==> config.mk <==
export PLATFORM = sky130hd
export DESIGN_NAME = jtopl_eg_ctrl_seq
export DESIGN_NICKNAME = d
export VERILOG_FILES = /design/src/rtl/jtopl_eg_ctrl_seq.sv
export SDC_FILE = /design/constraint.sdc
export NUM_CORES = 1
export LEC_CHECK = 0
export BUFFER_PORTS_ARGS = -buffer_cell sky130_fd_sc_hd__buf_2
export CAP_MARGIN = 10
export CORE_MARGIN = 2
export CORE_UTILIZATION = 28
export DETAILED_ROUTE_END_ITERATION = 10
export SETUP_SLACK_MARGIN = 0.2
export SYNTH_ARGS = -nofsm -noshare
export SYNTH_HDL_FRONTEND = slang
export SYNTH_SLANG_ARGS = --single-unit
==> constraint.sdc <==
create_clock -name clk -period 6.3 [get_ports clk]
set_clock_uncertainty 0.15 [all_clocks]
set_input_delay 0 -clock clk [delete_from_list [all_inputs] [get_ports clk]]
set_output_delay 0 -clock clk [all_outputs]
set_load 0.02 [all_outputs]
==> src/rtl/jtopl_eg_ctrl_seq.sv <==
// rtl/jtopl_eg_ctrl_seq.sv - per-slot ADSR sequencer feeding the EG arithmetic stage (optional JTOPL_EG_DEBUG_EN adds dbg_state_o)
module jtopl_eg_ctrl_seq #(
  parameter int SLOTS = 18,
  parameter int CNTW  = 15
) (
  input  logic       clk,
  input  logic       rst_n,
  input  logic       cen_i,
  input  logic       keyon_i,
  input  logic       en_sus_i,
  input  logic       ksr_i,
  input  logic [3:0] keycode_i,
  input  logic [3:0] arate_i,
  input  logic [3:0] drate_i,
  input  logic [3:0] rrate_i,
  input  logic [3:0] sl_i,
  input  logic [9:0] eg_pure_i,
  output logic [4:0] slot_o,
  output logic       attack_o,
  output logic       step_o,
  output logic [4:0] rate_o,
  output logic       sum_up_o,
  output logic [9:0] eg_in_o,
  output logic [9:0] eg_out_o
`ifdef JTOPL_EG_DEBUG_EN
  ,
  output logic [1:0] dbg_state_o
`endif
);

  typedef enum logic [1:0] {
    ST_ATTACK  = 2'd0,
    ST_DECAY   = 2'd1,
    ST_SUSTAIN = 2'd2,
    ST_RELEASE = 2'd3
  } eg_state_e;

  localparam logic [4:0]      LAST_SLOT = 5'(SLOTS - 1);
  localparam logic [CNTW-1:0] CNT_ONE   = {{(CNTW-1){1'b0}}, 1'b1};

  eg_state_e        state_q [SLOTS];
  logic [9:0]       eg_q    [SLOTS];
  logic [SLOTS-1:0] kon_q;
  logic [4:0]       slot_q, slot_d;
  logic [CNTW-1:0]  cnt_q, cnt_d;
  logic [9:0]       eg_out_q;
  eg_state_e        cur_st, st_d;
`ifdef JTOPL_EG_DEBUG_EN
  eg_state_e        dbg_q;
`endif

  logic [3:0]       base;
  logic [3:0]       kc_add;
  logic [6:0]       eff_sum;
  logic [5:0]       eff;
  logic [3:0]       shift;
  logic [CNTW-1:0]  mask;
  logic [CNTW-1:0]  cnt_shifted;
  logic [2:0]       step_idx;
  logic [7:0]       pattern;
  logic [4:0]       sl_lim;

  assign cur_st = state_q[slot_q];

  // Effective rate: base rate from the slot state plus key scaling, saturated to 6 bits
  always_comb begin
    base = 4'd0;
    unique case (cur_st)
      ST_ATTACK:  base = arate_i;
      ST_DECAY:   base = drate_i;
      ST_SUSTAIN: base = en_sus_i ? 4'd0 : rrate_i;
      ST_RELEASE: base = rrate_i;
      default:    base = rrate_i;
    endcase
    kc_add  = ksr_i ? keycode_i : {2'b00, keycode_i[3:2]};
    eff_sum = {1'b0, base, 2'b00} + {3'b000, kc_add};
    if (base == 4'd0) begin
      eff = 6'd0;
    end else if (eff_sum[6]) begin
      eff = 6'd63;
    end else begin
      eff = eff_sum[5:0];
    end
  end

  // Counter gating: slow rates update only when the low eg_cnt bits are zero
  always_comb begin
    shift = (eff[5:2] >= 4'd12) ? 4'd0 : (4'd11 - eff[5:2]);
    mask        = (CNT_ONE << shift) - CNT_ONE;
    cnt_shifted = cnt_q >> shift;
    step_idx    = cnt_shifted[2:0];
    pattern     = 8'b10101010;
    unique case (eff[1:0])
      2'd0: pattern = 8'b10101010;
      2'd1: pattern = 8'b11101010;
      2'd2: pattern = 8'b11101110;
      2'd3: pattern = 8'b11111110;
      default: pattern = 8'b10101010;
    endcase
    sum_up_o = (eff != 6'd0) && ((cnt_q & mask) == '0);
    step_o   = (eff != 6'd0) && pattern[step_idx];
  end

  // Next ADSR state of the current slot, key-on edge has top priority
  always_comb begin
    sl_lim = (sl_i == 4'hF) ? 5'd31 : {1'b0, sl_i};
    st_d   = cur_st;
    if (keyon_i && !kon_q[slot_q]) begin
      st_d = ST_ATTACK;
    end else if (!keyon_i && cur_st != ST_RELEASE) begin
      st_d = ST_RELEASE;
    end else if (cur_st == ST_ATTACK && eg_pure_i == 10'd0) begin
      st_d = ST_DECAY;
    end else if (cur_st == ST_DECAY && eg_pure_i[9:5] >= sl_lim) begin
      st_d = ST_SUSTAIN;
    end
  end

  // Slot sequencing and global envelope counter advance on slot wrap
  always_comb begin
    slot_d = (slot_q == LAST_SLOT) ? 5'd0 : slot_q + 5'd1;
    cnt_d  = (slot_q == LAST_SLOT) ? cnt_q + CNT_ONE : cnt_q;
  end

  // State, attenuation and key-on history storage, written for the current slot
  always_ff @(posedge clk or negedge rst_n) begin
    if (!rst_n) begin
      slot_q   <= 5'd0;
      cnt_q    <= '0;
      kon_q    <= '0;
      eg_out_q <= 10'h3FF;
      for (int i = 0; i < SLOTS; i++) begin
        state_q[i] <= ST_RELEASE;
        eg_q[i]    <= 10'h3FF;
      end
`ifdef JTOPL_EG_DEBUG_EN
      dbg_q    <= ST_RELEASE;
`endif
    end else if (cen_i) begin
      slot_q          <= slot_d;
      cnt_q           <= cnt_d;
      kon_q[slot_q]   <= keyon_i;
      eg_out_q        <= eg_pure_i;
      state_q[slot_q] <= st_d;
      eg_q[slot_q]    <= eg_pure_i;
`ifdef JTOPL_EG_DEBUG_EN
      dbg_q           <= st_d;
`endif
    end
  end

  assign slot_o   = slot_q;
  assign attack_o = (cur_st == ST_ATTACK);
  assign rate_o   = eff[5:1];
  assign eg_in_o  = eg_q[slot_q];
  assign eg_out_o = eg_out_q;
`ifdef JTOPL_EG_DEBUG_EN
  assign dbg_state_o = dbg_q;
`endif

endmodule
==> impl_results.md <==
* Main flop type after synthesis: dfstp_2
* Core area at 48800 um2
* Initial Util at 0.283
* Overall power at 9880 uW
* Worst Path Required at between 6000 and 7000 ps
* Hold/Removal Path Class: in -> reg
* Fmax at 172 MHz
* First-pass GRT wire length at 57.5 mm
* Design Area, Final at 16200 um2
* Root Buffer: clkbuf_16
* Antenna diode count at 0
* Sum of negative setup slack at 0 ps
* Crit end category: output pin
* Final #Nets at 1133
* Dpl ws at 463 ps
* Placed cell areas at 14800 um2
* Layout cells sized above 1 at 0.661
* Die width at about 230 um
* Post-Synth Simple-Gate Area at 0.0605
* Sequential Area at around 6900 um2
* Final WS setup at 473 ps
* Synth top area share at 0.429
* Arrival time worst endpoint at 5680 ps
* GP Congestion at 0.885
* Biggest cell delay along the critical path at 550 ps
* # IOs at 69
* WS Path Type: reg -> out
* Cell variety after synth at 95
* CP Launch Type: flop
* Largest net degree at the start of global routing at 148
* FP Rows at 81
* Fin. max-slew vios at 0
* Chip Height at 226 um
* Outcome: finished, final reports clean
* Crit share post-route at 0.925
* Max_cap viols at 0
* Synthesis-stage register bit count at 264
* Worst skew pair latency at 600 ps
* Adder-Cell Fraction of Synth Area at 0.0132
* RSZ-0062 raised after global routing: false
* Num CTS Buffers at 30
* Fillers at 4874
* Yosys Warn Count at 0
* DR vias/cell at 5.02
* Synth area leaders: dfstp_2 43%, mux2_2 21%, mux4_2 7.5%, dfrtp_1 6.9%, mux2i_1 1.7%
* Peak supply drop at 0.386 mV
* Grt total ovfl at 0
* Number of flops mapped to enable cells by yosys at 0
* Final Hold Viols at 0
* Detail Placement HPWL at 24.1 mm
* Area delta synth->final at 16.8%
* Area leader, netlist: dfstp_2
* Per-cell routed wire length at about 21 um
* Combinational family with the most area after synthesis: multiplexers
* Initial drt markers at 531
* Post-synthesis xor/xnor area fraction at 0.0108
* Clock transition at the registers of the reported paths at 60 ps
* Mean Syn Cell Area at between 10 and 15 um2
* H-tree depth at 1
* Crit path max fanout at 9
* Leakage at 0.00631 uW
* Multi-input gate area at approximately 6500 um2
* Cell Area, Synth at 13800 um2
* DR DRC count at 0
* CP cell instances: clkbuf_4 > mux4_2 > o2111a_1 > or2_4 > a31oi_2 > and2_1 > ha_1 > inv_1 > fa_2 > nand4_1 > mux2i_1 > or3_1 > or3_1 > ha_1 > inv_2 > mux2i_1 > a32oi_1 > o21bai_1 > a221o_1 > nor4_2 > buf_2
* Initial antenna violation count at 0
* DR vias at 8878
* DRT Pass-1 Iters at 5
* CTS tree: built
* Async S/R FF share, synth at 1.00
* Critical path's slowest cell: dfrtp_4
* Global Route Usage Sum at 0.146
* Slew HR at 0.214
* Post-synthesis mux area share at 0.305
* Cells after synthesis at 1012
* Full die area at 51300 um2
* Compound-Gate Fraction of Synth Area at 0.0780
* ANT nets after route at 0
* Synthesized Nets at 1062
* Clock Path Buffers at 3
* Worst-margin pin slew at 1180 ps
* Final setup vio count at 0
* WL final at 37.2 mm
* Clock sink total at 264
* Register area share after synthesis at 0.497
* Pwr dens at 611 nW/um2
* Min Clock Period, post-route at roughly 6000 ps
* Vias in the first global route at ~9300
* # port buffers at slightly below 70
## logic make-up (layout without fill, tap and decap cells)
family | count (synthesis) | in the layout
muxes | 328 | 328
DFF | 264 | 264
and+or+nand+nor | 154 | 154
AOI/OAI and AO/OA | 134 | 134
buffers and inverters | 101 | 195
xor gates and xnor gates | 17 | 17
adders and majority gates | 14 | 14
## power breakdown
group	total (uW)	switching (uW)	internal (uW)	leakage (uW)
Sequential	3230	372	2860	0.00285
Clock	1890	735	1160	0.000532
Combinational	4760	2630	2120	0.00293
## cell type report
type,count,area share
well taps,664,0.0513
repair buffers,117,0.0480
inverters,23,0.00534
flip-flops and latches,264,0.426
multi-input cells,647,0.402
clock buffers,37,0.0499
clock inverters,18,0.0170
## worst max-delay path: cells and delay by family, from the launching register on
family | cells | cell delay (ps)
AO/OA/AOI/OAI | 5 | 1160
buffers and inverters | 4 | 620
flip-flops | 1 | 550
AND/OR/NAND/NOR | 6 | 1460
multiplexers | 3 | 520
adder cells (fa/ha/maj) | 3 | 820
## path summary, 6_finish.rpt
| check | depth (start not counted) | slack, ps | endpoint | from |
|---|---|---|---|---|
| worst max-delay path | 21 | 470 | sum_up_o | slot_o[1] |
| worst min-delay path | 3 | 270 | eg_q[105] | eg_pure_i[5] |
| worst max register to register | 9 | 2740 | state_q[17] | slot_o[0] |
| worst min register to register | 2 | 330 | eg_q[145] | eg_q[145] |
| max in group asynchronous | 3 | 4630 | kon_q[13] | rst_n |
| min in group asynchronous | 2 | 310 | state_q[11] | rst_n |
## routing by layer
layer,up-vias,part of all wire,track usage
met5,-,0,0
met4,0,0.024,0.0369
met3,59,0.038,0.0218
met2,202,0.48,0.245
met1,4715,0.45,0.199
li1,3902,-,-
## Yosys cell counts, drive strengths merged (2+ instances only)
library cell / count
mux2: 255
dfstp: 226
clkbuf: 59
mux4: 48
nand2: 48
dfrtp: 38
o21ai: 29
nor2: 27
mux2i: 25
inv: 23
nand3: 19
buf: 18
xnor2: 15
a21oi: 14
a22oi: 13
ha: 13
nor3: 12
o221ai: 11
a31oi: 10
nand4: 8
nor4: 7
a211oi: 6
and2: 6
o21a: 6
o31ai: 6
nand2b: 5
or3: 5
a21o: 4
a32oi: 4
and3: 4
o211ai: 4
or2: 4
a21boi: 2
a221oi: 2
a22o: 2
a31o: 2
nor2b: 2
nor3b: 2
nor4b: 2
o2111ai: 2
o21bai: 2
o22a: 2
o22ai: 2
o31a: 2
xor2: 2
## state kept, by name, summed over array words and instances (netlist names)
name,count
eg_q,180
state_q,36
kon_q,18
cnt_q,15
eg_out_o,10
slot_o,5
## placed cells by master (no fill, tap or decap), drive strengths merged, types with 5 or more instances in the layout
cell           n
a211oi         6
a21oi         14
a22oi         13
a31oi         10
and2           6
buf          102
bufinv         6
clkbuf        38
clkinv        10
dfrtp         38
dfstp        226
dlygate4sd3   14
ha            13
inv           24
mux2         255
mux2i         25
mux4          48
nand2         48
nand2b         5
nand3         19
nand4          8
nor2          27
nor3          12
nor4           7
o21a           6
o21ai         29
o221ai        11
o31ai          6
or3            5
xnor2         15
## per-stage QoR
step | utilization | hold slack (ps) | instances
global route | 0.331 | 290 | 1770
CTS | 0.330 | 235 | 1763
floorplan | - | -446 | 1012
global placement | 0.304 | 2.95 | 1691
detailed placement | 0.304 | 6.54 | 1691
finish | 0.331 | 268 | 1770
## timing repair
action | in CTS | in global routing
hold buffers | 14 | 0
gates resized for setup | 3 | 5
gates cloned | 0 | 0
buffers inserted | 3 | 7
pin swaps | 1 | 2
endpoints found under the setup margin | 1 | 1
hold endpoints to repair | 330 | 0
Note: power is estimated with default switching activity, not from simulation.
